`config.mk`:
```
export PLATFORM = sky130hd
export DESIGN_NAME = ex_muldiv_ctrl_flat
export DESIGN_NICKNAME = d
export VERILOG_FILES = /design/src/rtl/muldiv_pkg.sv /design/src/rtl/ex_muldiv_ctrl_if.sv /design/src/rtl/muldiv_datapath.sv /design/src/rtl/ex_muldiv_ctrl.sv /design/src/flat_wrapper.sv
export SDC_FILE = /design/constraint.sdc
export NUM_CORES = 1
export LEC_CHECK = 0
export ABC_AREA = 0
export CAP_MARGIN = 10
export CORE_MARGIN = 4
export CORE_UTILIZATION = 45
export CTS_CLUSTER_SIZE = 10
export DETAILED_ROUTE_END_ITERATION = 16
export DONT_BUFFER_PORTS = 1
export PLACE_DENSITY = 0.65
export SYNTH_ARGS = -nofsm -noshare
export SYNTH_HDL_FRONTEND = slang
export SYNTH_SLANG_ARGS = --single-unit
```
`constraint.sdc`:
```
create_clock -name clk -period 6.2 [get_ports clk]
set_input_delay 1.55 -clock clk [delete_from_list [all_inputs] [get_ports clk]]
set_output_delay 1.55 -clock clk [all_outputs]
set_load 0.01 [all_outputs]
```
`src/rtl/muldiv_pkg.sv`:
```
// Shared types and constants for the RV32M multiply/divide sequencer.
//   md_op_e    : funct3 encodings of the eight M-extension ops
//   md_state_e : sequencer states
//   MD_DIV0_Q  : quotient returned for a divide by zero
//   MD_INT_MIN : most negative 32-bit value (signed-overflow dividend)
package muldiv_pkg;

  typedef enum logic [2:0] {
    MD_MUL    = 3'b000,
    MD_MULH   = 3'b001,
    MD_MULHSU = 3'b010,
    MD_MULHU  = 3'b011,
    MD_DIV    = 3'b100,
    MD_DIVU   = 3'b101,
    MD_REM    = 3'b110,
    MD_REMU   = 3'b111
  } md_op_e;

  typedef enum logic [1:0] {
    IDLE = 2'd0,
    RUN  = 2'd1,
    DONE = 2'd2
  } md_state_e;

  localparam logic [31:0] MD_DIV0_Q  = 32'hFFFF_FFFF;
  localparam logic [31:0] MD_INT_MIN = 32'h8000_0000;

  // funct3[2] separates the divide family from the multiply family.
  function automatic logic op_is_div(input md_op_e op);
    return op[2];
  endfunction

  // rs1 is signed for every op except MULHU, DIVU, REMU.
  function automatic logic op_signed_a(input md_op_e op);
    return op inside {MD_MUL, MD_MULH, MD_MULHSU, MD_DIV, MD_REM};
  endfunction

  // rs2 is additionally unsigned for MULHSU.
  function automatic logic op_signed_b(input md_op_e op);
    return op inside {MD_MUL, MD_MULH, MD_DIV, MD_REM};
  endfunction

endpackage

```
`src/rtl/ex_muldiv_ctrl_if.sv`:
```
// EX-stage handshake between the pipeline and the multiply/divide sequencer.
//   master : pipeline side, drives the op, forwarded operands and flush
//   slave  : sequencer side, returns stall, done strobe and result
interface ex_muldiv_ctrl_if #(
  parameter int XLEN = 32
);
  logic            mdValidE;
  logic [2:0]      funct3E;
  logic [XLEN-1:0] srcAE;
  logic [XLEN-1:0] srcBE;
  logic            flushE;
  logic            stallE;
  logic            mdDoneE;
  logic [XLEN-1:0] mdResultE;

  modport master (
    output mdValidE, funct3E, srcAE, srcBE, flushE,
    input  stallE, mdDoneE, mdResultE
  );

  modport slave (
    input  mdValidE, funct3E, srcAE, srcBE, flushE,
    output stallE, mdDoneE, mdResultE
  );
endinterface

```
`src/rtl/muldiv_datapath.sv`:
```
// Datapath for the iterative multiplier/divider: operand magnitudes,
// shared hi/lo accumulator, one shift-add or restoring-subtract step per
// cycle, and the final sign fix-up into a registered result.
// Ports:
//   clk, rst      : clock, synchronous active-high reset
//   start         : latch op, magnitudes and sign flags from src_a/src_b
//   step          : perform one iteration
//   finish        : register the result computed from this cycle's step
//   early         : register the result straight from the operands
//   op_in         : operation being started
//   src_a, src_b  : forwarded rs1 / rs2
//   result        : registered result
module muldiv_datapath
  import muldiv_pkg::*;
#(
  parameter int XLEN = 32
) (
  input  logic            clk,
  input  logic            rst,
  input  logic            start,
  input  logic            step,
  input  logic            finish,
  input  logic            early,
  input  md_op_e          op_in,
  input  logic [XLEN-1:0] src_a,
  input  logic [XLEN-1:0] src_b,
  output logic [XLEN-1:0] result
);

  logic            sign_a_in, sign_b_in;
  logic [XLEN-1:0] a_mag_in, b_mag_in;

  md_op_e          op_q;
  logic            neg_q, sign_a_q, div0_q;
  logic [XLEN-1:0] addend_q, hi_q, lo_q, result_q;

  logic [XLEN:0]   mul_sum, div_shift, div_diff;
  logic            div_ok;
  logic [XLEN-1:0] hi_nxt, lo_nxt;

  md_op_e            fin_op;
  logic              fin_neg, fin_sign_a, fin_div0;
  logic [XLEN-1:0]   fin_hi, fin_lo, fin_result;
  logic [2*XLEN-1:0] prod;

  always_comb begin
    sign_a_in = op_signed_a(op_in) & src_a[XLEN-1];
    sign_b_in = op_signed_b(op_in) & src_b[XLEN-1];
    a_mag_in  = sign_a_in ? -src_a : src_a;
    b_mag_in  = sign_b_in ? -src_b : src_b;
  end

  // Multiply: {hi,lo} starts as {0,multiplier}; add the multiplicand into hi
  // when lo[0] is set, then shift the whole pair right.
  // Divide: {hi,lo} starts as {0,dividend}; shift left into hi, subtract the
  // divisor if it fits, and shift the quotient bit into lo.
  always_comb begin
    mul_sum   = {1'b0, hi_q} + (lo_q[0] ? {1'b0, addend_q} : '0);
    div_shift = {hi_q, lo_q[XLEN-1]};
    div_diff  = div_shift - {1'b0, addend_q};
    // A set top bit means the shifted remainder already exceeds any divisor.
    div_ok    = div_shift[XLEN] | ~div_diff[XLEN];
    if (op_is_div(op_q)) begin
      hi_nxt = div_ok ? div_diff[XLEN-1:0] : div_shift[XLEN-1:0];
      lo_nxt = {lo_q[XLEN-2:0], div_ok};
    end else begin
      hi_nxt = mul_sum[XLEN:1];
      lo_nxt = {mul_sum[0], lo_q[XLEN-1:1]};
    end
  end

  // Sign fix-up. On an early exit the operands are still on the inputs and
  // the magnitude result is trivial: product 0, or remainder = |dividend|.
  // NOTE: every signal assigned in an always_comb gets a value on every path
  //       (defaults first, or a full if/else) so no latch is inferred.
  always_comb begin
    if (early) begin
      fin_op     = op_in;
      fin_neg    = sign_a_in ^ sign_b_in;
      fin_sign_a = sign_a_in;
      fin_div0   = (src_b == '0);
      fin_hi     = op_is_div(op_in) ? a_mag_in : '0;
      fin_lo     = '0;
    end else begin
      fin_op     = op_q;
      fin_neg    = neg_q;
      fin_sign_a = sign_a_q;
      fin_div0   = div0_q;
      fin_hi     = hi_nxt;
      fin_lo     = lo_nxt;
    end
    prod = fin_neg ? -{fin_hi, fin_lo} : {fin_hi, fin_lo};
    fin_result = '0;
    case (fin_op)
      MD_MUL:                       fin_result = prod[XLEN-1:0];
      MD_MULH, MD_MULHSU, MD_MULHU: fin_result = prod[2*XLEN-1:XLEN];
      // Divide by zero overrides the sign rule; INT_MIN / -1 falls out of
      // the magnitude arithmetic as INT_MIN with remainder 0.
      MD_DIV, MD_DIVU: fin_result = fin_div0 ? MD_DIV0_Q : (fin_neg ? -fin_lo : fin_lo);
      MD_REM, MD_REMU: fin_result = fin_sign_a ? -fin_hi : fin_hi;
      default:         fin_result = '0;
    endcase
  end

  // NOTE: sequential state uses non-blocking assignments so every register
  //       samples pre-edge values regardless of statement order.
  always_ff @(posedge clk) begin
    if (rst) begin
      op_q     <= MD_MUL;
      neg_q    <= 1'b0;
      sign_a_q <= 1'b0;
      div0_q   <= 1'b0;
      addend_q <= '0;
      hi_q     <= '0;
      lo_q     <= '0;
      result_q <= '0;
    end else begin
      if (start) begin
        op_q     <= op_in;
        neg_q    <= sign_a_in ^ sign_b_in;
        sign_a_q <= sign_a_in;
        div0_q   <= (src_b == '0);
        addend_q <= op_is_div(op_in) ? b_mag_in : a_mag_in;
        hi_q     <= '0;
        lo_q     <= op_is_div(op_in) ? a_mag_in : b_mag_in;
      end else if (step) begin
        hi_q <= hi_nxt;
        lo_q <= lo_nxt;
      end
      if (finish || early) begin
        result_q <= fin_result;
      end
    end
  end

  assign result = result_q;

endmodule

```
`src/rtl/ex_muldiv_ctrl.sv`:
```
// RV32M multiply/divide sequencer beside the EX-stage ALU. Accepts an
// M-extension op, stalls IF/ID/EX while iterating, then presents the result
// for one cycle (mdDoneE) so the instruction can advance to MEM.
// Ports:
//   clk : clock
//   rst : synchronous reset, active-high
//   md  : ex_muldiv_ctrl_if.slave (mdValidE, funct3E, srcAE, srcBE, flushE
//         in; stallE, mdDoneE, mdResultE out)
// Build option: define MULDIV_EARLY_OUT_EN to skip iteration when rs2 is
// zero, or rs1 is zero for a multiply. Results are identical either way.
// ITERS must equal XLEN.
module ex_muldiv_ctrl
  import muldiv_pkg::*;
#(
  parameter int XLEN  = 32,
  parameter int ITERS = 32
) (
  input logic               clk,
  input logic               rst,
  ex_muldiv_ctrl_if.slave   md
);

  localparam int CW = (ITERS > 1) ? $clog2(ITERS) : 1;

`ifdef MULDIV_EARLY_OUT_EN
  localparam bit EARLY_OUT_EN = 1'b1;
`else
  localparam bit EARLY_OUT_EN = 1'b0;
`endif

  md_state_e       state_q, state_d;
  logic [CW-1:0]   count_q, count_d;
  logic            start, step, finish, early, early_ok;
  logic            stall, done;
  md_op_e          op_in;
  logic [XLEN-1:0] result;

  assign op_in    = md_op_e'(md.funct3E);
  assign early_ok = EARLY_OUT_EN &&
                    ((md.srcBE == '0) || ((md.srcAE == '0) && !op_is_div(op_in)));

  always_comb begin
    state_d = state_q;
    count_d = count_q;
    start   = 1'b0;
    step    = 1'b0;
    finish  = 1'b0;
    early   = 1'b0;
    stall   = 1'b0;
    done    = 1'b0;
    case (state_q)
      IDLE: begin
        // Stall is combinational here so the instruction holds in EX on the
        // very cycle the op is accepted.
        if (md.mdValidE && !md.flushE) begin
          stall = 1'b1;
          start = 1'b1;
          if (early_ok) begin
            early   = 1'b1;
            state_d = DONE;
          end else begin
            state_d = RUN;
            count_d = CW'(ITERS - 1);
          end
        end
      end
      RUN: begin
        stall = 1'b1;
        if (md.flushE) begin
          state_d = IDLE;
        end else begin
          step = 1'b1;
          if (count_q == '0) begin
            finish  = 1'b1;
            state_d = DONE;
          end else begin
            count_d = count_q - 1'b1;
          end
        end
      end
      DONE: begin
        // Unconditional exit: mdValidE is still the same instruction here.
        // A flush in this cycle is the downstream MEM bubble's concern.
        done    = 1'b1;
        state_d = IDLE;
      end
      default: state_d = IDLE;
    endcase
  end

  always_ff @(posedge clk) begin
    if (rst) begin
      state_q <= IDLE;
      count_q <= '0;
    end else begin
      state_q <= state_d;
      count_q <= count_d;
    end
  end

  muldiv_datapath #(.XLEN(XLEN)) u_datapath (
    .clk    (clk),
    .rst    (rst),
    .start  (start),
    .step   (step),
    .finish (finish),
    .early  (early),
    .op_in  (op_in),
    .src_a  (md.srcAE),
    .src_b  (md.srcBE),
    .result (result)
  );

  assign md.stallE    = stall;
  assign md.mdDoneE   = done;
  assign md.mdResultE = result;

  // The instruction may only leave EX mid-iteration through a flush.
  a_valid_held_in_run: assert property (
    @(posedge clk) disable iff (rst) (state_q == RUN) |-> (md.mdValidE || md.flushE)
  );

endmodule

```
`src/flat_wrapper.sv`:
```
// flat-port wrapper written by rule: the top's interface ports become plain ports
module ex_muldiv_ctrl_flat import muldiv_pkg::*;
#(
  parameter int XLEN  = 32,
  parameter int ITERS = 32
)
  (clk, rst, md_mdValidE, md_funct3E, md_srcAE, md_srcBE, md_flushE, md_stallE, md_mdDoneE, md_mdResultE);
  ex_muldiv_ctrl_if #(.XLEN(XLEN)) md_i ();
  input logic clk;
  input logic rst;
  input wire logic [$bits(md_i.mdValidE)-1:0] md_mdValidE;
  input wire logic [$bits(md_i.funct3E)-1:0] md_funct3E;
  input wire logic [$bits(md_i.srcAE)-1:0] md_srcAE;
  input wire logic [$bits(md_i.srcBE)-1:0] md_srcBE;
  input wire logic [$bits(md_i.flushE)-1:0] md_flushE;
  output wire logic [$bits(md_i.stallE)-1:0] md_stallE;
  output wire logic [$bits(md_i.mdDoneE)-1:0] md_mdDoneE;
  output wire logic [$bits(md_i.mdResultE)-1:0] md_mdResultE;
  assign md_i.mdValidE = md_mdValidE;
  assign md_i.funct3E = md_funct3E;
  assign md_i.srcAE = md_srcAE;
  assign md_i.srcBE = md_srcBE;
  assign md_i.flushE = md_flushE;
  assign md_stallE = md_i.stallE;
  assign md_mdDoneE = md_i.mdDoneE;
  assign md_mdResultE = md_i.mdResultE;
  ex_muldiv_ctrl #(.XLEN(XLEN), .ITERS(ITERS)) u_core (.clk(clk), .rst(rst), .md(md_i));
endmodule
```
==> impl_metrics.json <==
{
  "outcome": "completed",
  "post-dp-hpwl_um": 47600,
  "clockPowerShare_pct": 30.5,
  "combPwrFrac_pct": 38.6,
  "fin_crit_sh_pct": 88.6,
  "synth-edff-count": 0,
  "ant_nets": 0,
  "final_common_cell": "nand2_1",
  "pin_count": 105,
  "start_util_pct": 46.0,
  "routed_via_density": 6.60,
  "cp-end-kind": "flip-flop",
  "crit_path_start": "u_core.u_datapath.addend_q[27]",
  "highest_layer": "met4",
  "grt_start_max_net_pins": 93,
  "wirelength_met1_um": 25800,
  "synth_top_cell_area_share_pct": 18.1,
  "path_clk_slew_ns": 0.06,
  "p_int_mw": 1.95,
  "io_buffers": 0,
  "dieArea_um2": 37700,
  "synthesis.area_per_instance_um2": 7.11,
  "first_global_vias": 15700,
  "synth_nets": 2335,
  "ys.flop_type": "dfxtp_1",
  "wl_met2_um": 27100,
  "netlist_instances": 2192,
  "worstPathArrival_ns": 5.82,
  "antenna_found_initial": 0,
  "fin_crit_ns": 5.49,
  "ctsResizeCount": 0,
  "hold_path.class": "reg2reg",
  "drv_cap": 0,
  "drtIter0Drc": 2002,
  "rsz0062_at_grt": "false",
  "hold_viol": 0,
  "tightest_slew_ns": 1.13,
  "fmax_mhz": 182,
  "clk_latency_ns": 0.44,
  "gr-total-overflow": 0,
  "die_x_um": 194,
  "report.final.slew_viol_count": 0,
  "ys_ff_latch": 141,
  "clk_path_buf_depth": 2,
  "avgRoutedWirePerCell_um": 24.0,
  "ctsHoldBuffers": 0,
  "peakVddDrop_mv": 0.217,
  "ys_async_sr_fraction_pct": 0,
  "rows": 67,
  "finalNonFillerCells": 2575,
  "slew_headroom_pct": 24.6,
  "first_pass_iters": 6,
  "p_sw_share_pct": 41.4,
  "min_from": "u_core.u_datapath.addend_q[4]",
  "cp-start-kind": "flip-flop",
  "yosys_warnings": 0,
  "drt-total-wl_um": 61800,
  "cts_max_level": 4,
  "power.switching_mw": 1.37,
  "area_delta_synth_final_pct": 5.58,
  "drive_gt1_share_pct": 6.91,
  "grt.total_usage_pct": 31.1,
  "tns_ns": 0,
  "cts_sinks": 141,
  "finalSetupViolCount": 0,
  "cts-root-buf": "clkbuf_16",
  "p_leak_nw": 6.29,
  "gp_congestion": 1.01,
  "dr_wl_met3_um": 5850,
  "dieHeight_um": 194,
  "cp_data_required_time_ns": 6.52,
  "grt_first_pass_wirelength_um": 93700,
  "drc": 0,
  "p_seq_share_pct": 30.9,
  "layout_common_cells": "276 x nand2_1, 215 x a21oi_1, 177 x nor2_1",
  "core-area_um2": 33900,
  "yosys-top-cells-area": "dfxtp_1 18%, a21oi_1 6.9%, nand2_1 6.6%",
  "cellPowerDensity_nw_per_um2": 202,
  "cts_setup_buffers": 0,
  "num_vias": 17000,
  "dp_cells": 2543,
  "final.setup_skew_ns": 0.0155,
  "r2r_start": "u_core.u_datapath.addend_q[27]",
  "yosysTopAreaCell": "dfxtp_1",
  "synth_area_um2": 15600,
  "path_class": "reg2reg",
  "ys_types": 103,
  "critPathMaxFanout": 8,
  "fin_nets": 2257,
  "cts_made_buffers": 17,
  "cts_tree": "done",
  "antenna_cells": 0,
  "seq_area_frac_synth_pct": 18.1
}
[power groups by stage]
stage	logic, mW	registers [mW]	clock network (mW)
3_5_place_dp	1.24	1.04	0
4_1_cts	1.25	1.02	1.02
3_3_place_gp	1.24	1.04	0
5_1_grt	1.37	1.03	1.06
2_1_floorplan	0.908	1.01	0
6_report	1.28	1.02	1.01
[logic make-up (layout without fill, tap and decap cells)]
group	count (synthesis)	in the layout	share of synthesized area, %
and+or+nand+nor	798	798	25.1
AOI/OAI and AO/OA	760	760	32.7
buffers and inverters	201	136	5.27
xor gates and xnor gates	165	165	9.27
DFF	141	141	18.1
adders and majority gates	72	72	5.88
muxes	55	55	3.70
[through the flow]
| stage | instance area, um2 | hold WS [ns] | utilization [%] | setup WS, ns | power (mW) |
|---|---|---|---|---|---|
| floorplan | 15600 | 0.440 | - | 1.63 | 1.91 |
| global placement | 15900 | 0.451 | 46.9 | 1.05 | 2.28 |
| detailed placement | 15900 | 0.462 | 46.9 | 0.917 | 2.28 |
| CTS | 16500 | 0.471 | 48.6 | 0.895 | 3.29 |
| global route | 16500 | 0.497 | 48.6 | 0.395 | 3.46 |
| finish | 16500 | 0.472 | 48.6 | 0.706 | 3.32 |
[critical path: stages (launching register included)]
cell and delay (ns):
dfxtp_1 0.41, inv_1 0.07, ha_1 0.37, a21oi_1 0.42, o21ai_4 0.19, o21ai_0 0.32
a311o_1 0.26, o21ai_2 0.17, a21oi_1 0.29, ha_1 0.23, o211ai_1 0.11, nand2b_1 0.24
nor3_1 0.30, nand3_1 0.19, or2_1 0.30, nor2_1 0.25, nand4_1 0.29, nor2_1 0.18
nand3_1 0.17, o211ai_1 0.22, o31ai_1 0.10, a211o_1 0.29
[flip-flops by register name (all words and copies together), names as in the netlist]
signal                      flops
u_core.count_q                  5
u_core.state_q                  2
u_core.u_datapath.addend_q     32
u_core.u_datapath.div0_q        1
u_core.u_datapath.hi_q         32
u_core.u_datapath.lo_q         32
u_core.u_datapath.neg_q         1
u_core.u_datapath.op_q          3
u_core.u_datapath.result       32
u_core.u_datapath.sign_a_q      1
[per-layer routing]
layer | global-route usage [%] | vias up
li1 | - | 7921
met1 | 42.3 | 7995
met2 | 48.3 | 914
met3 | 5.58 | 163
met4 | 13.4 | 0
met5 | 0 | -
[synth_stat cells (7+ instances only)]
library cell and count:
ha_1 70, buf_2 18, nand4_1 19, a221oi_1 14, a21o_1 38, nor2_1 178
a221o_1 10, a211oi_1 42, or3_1 32, nor4b_1 7, a22oi_1 7, o21ai_0 127
a21boi_0 10, and3_1 18, o221ai_1 12, nand2b_1 21, a31oi_1 29, nor3_1 59
o21a_1 19, or4_1 8, dfxtp_1 141, a21oi_1 215, and4_1 7, or2_2 9
a31o_2 7, o211ai_1 81, nor3b_1 7, mux2i_1 43, nand2_1 276, xor2_1 73
inv_1 66, xnor2_1 92, o22ai_1 12, mux2_2 11, nand3_1 41, o31ai_1 25
nor2b_1 18, buf_1 19, o31a_1 10, nor4_1 11, o21ai_1 11, and2_1 60
clkbuf_1 89
[worst paths after layout]
kind / cells past startpoint / end / slack, ns
setup / recovery: 21 / u_core.u_datapath.result[28] / 0.71
hold reg to reg: 2 / u_core.u_datapath.addend_q[4] / 0.47
setup reg to reg: 21 / u_core.u_datapath.result[28] / 0.71
hold / removal: 2 / u_core.u_datapath.addend_q[4] / 0.47
[final cells by class]
| cell class | count | area, um2 |
|---|---|---|
| sequential | 141 | 2830 |
| timing repair buffer | 38 | 298 |
| fill | 3436 | 17400 |
| clock inverter | 12 | 98.8 |
| multi-input combinational | 1850 | 12000 |
| clock buffer | 20 | 468 |
| tap | 448 | 561 |
| inverter | 66 | 248 |
Power figures use the tool's default switching activity.
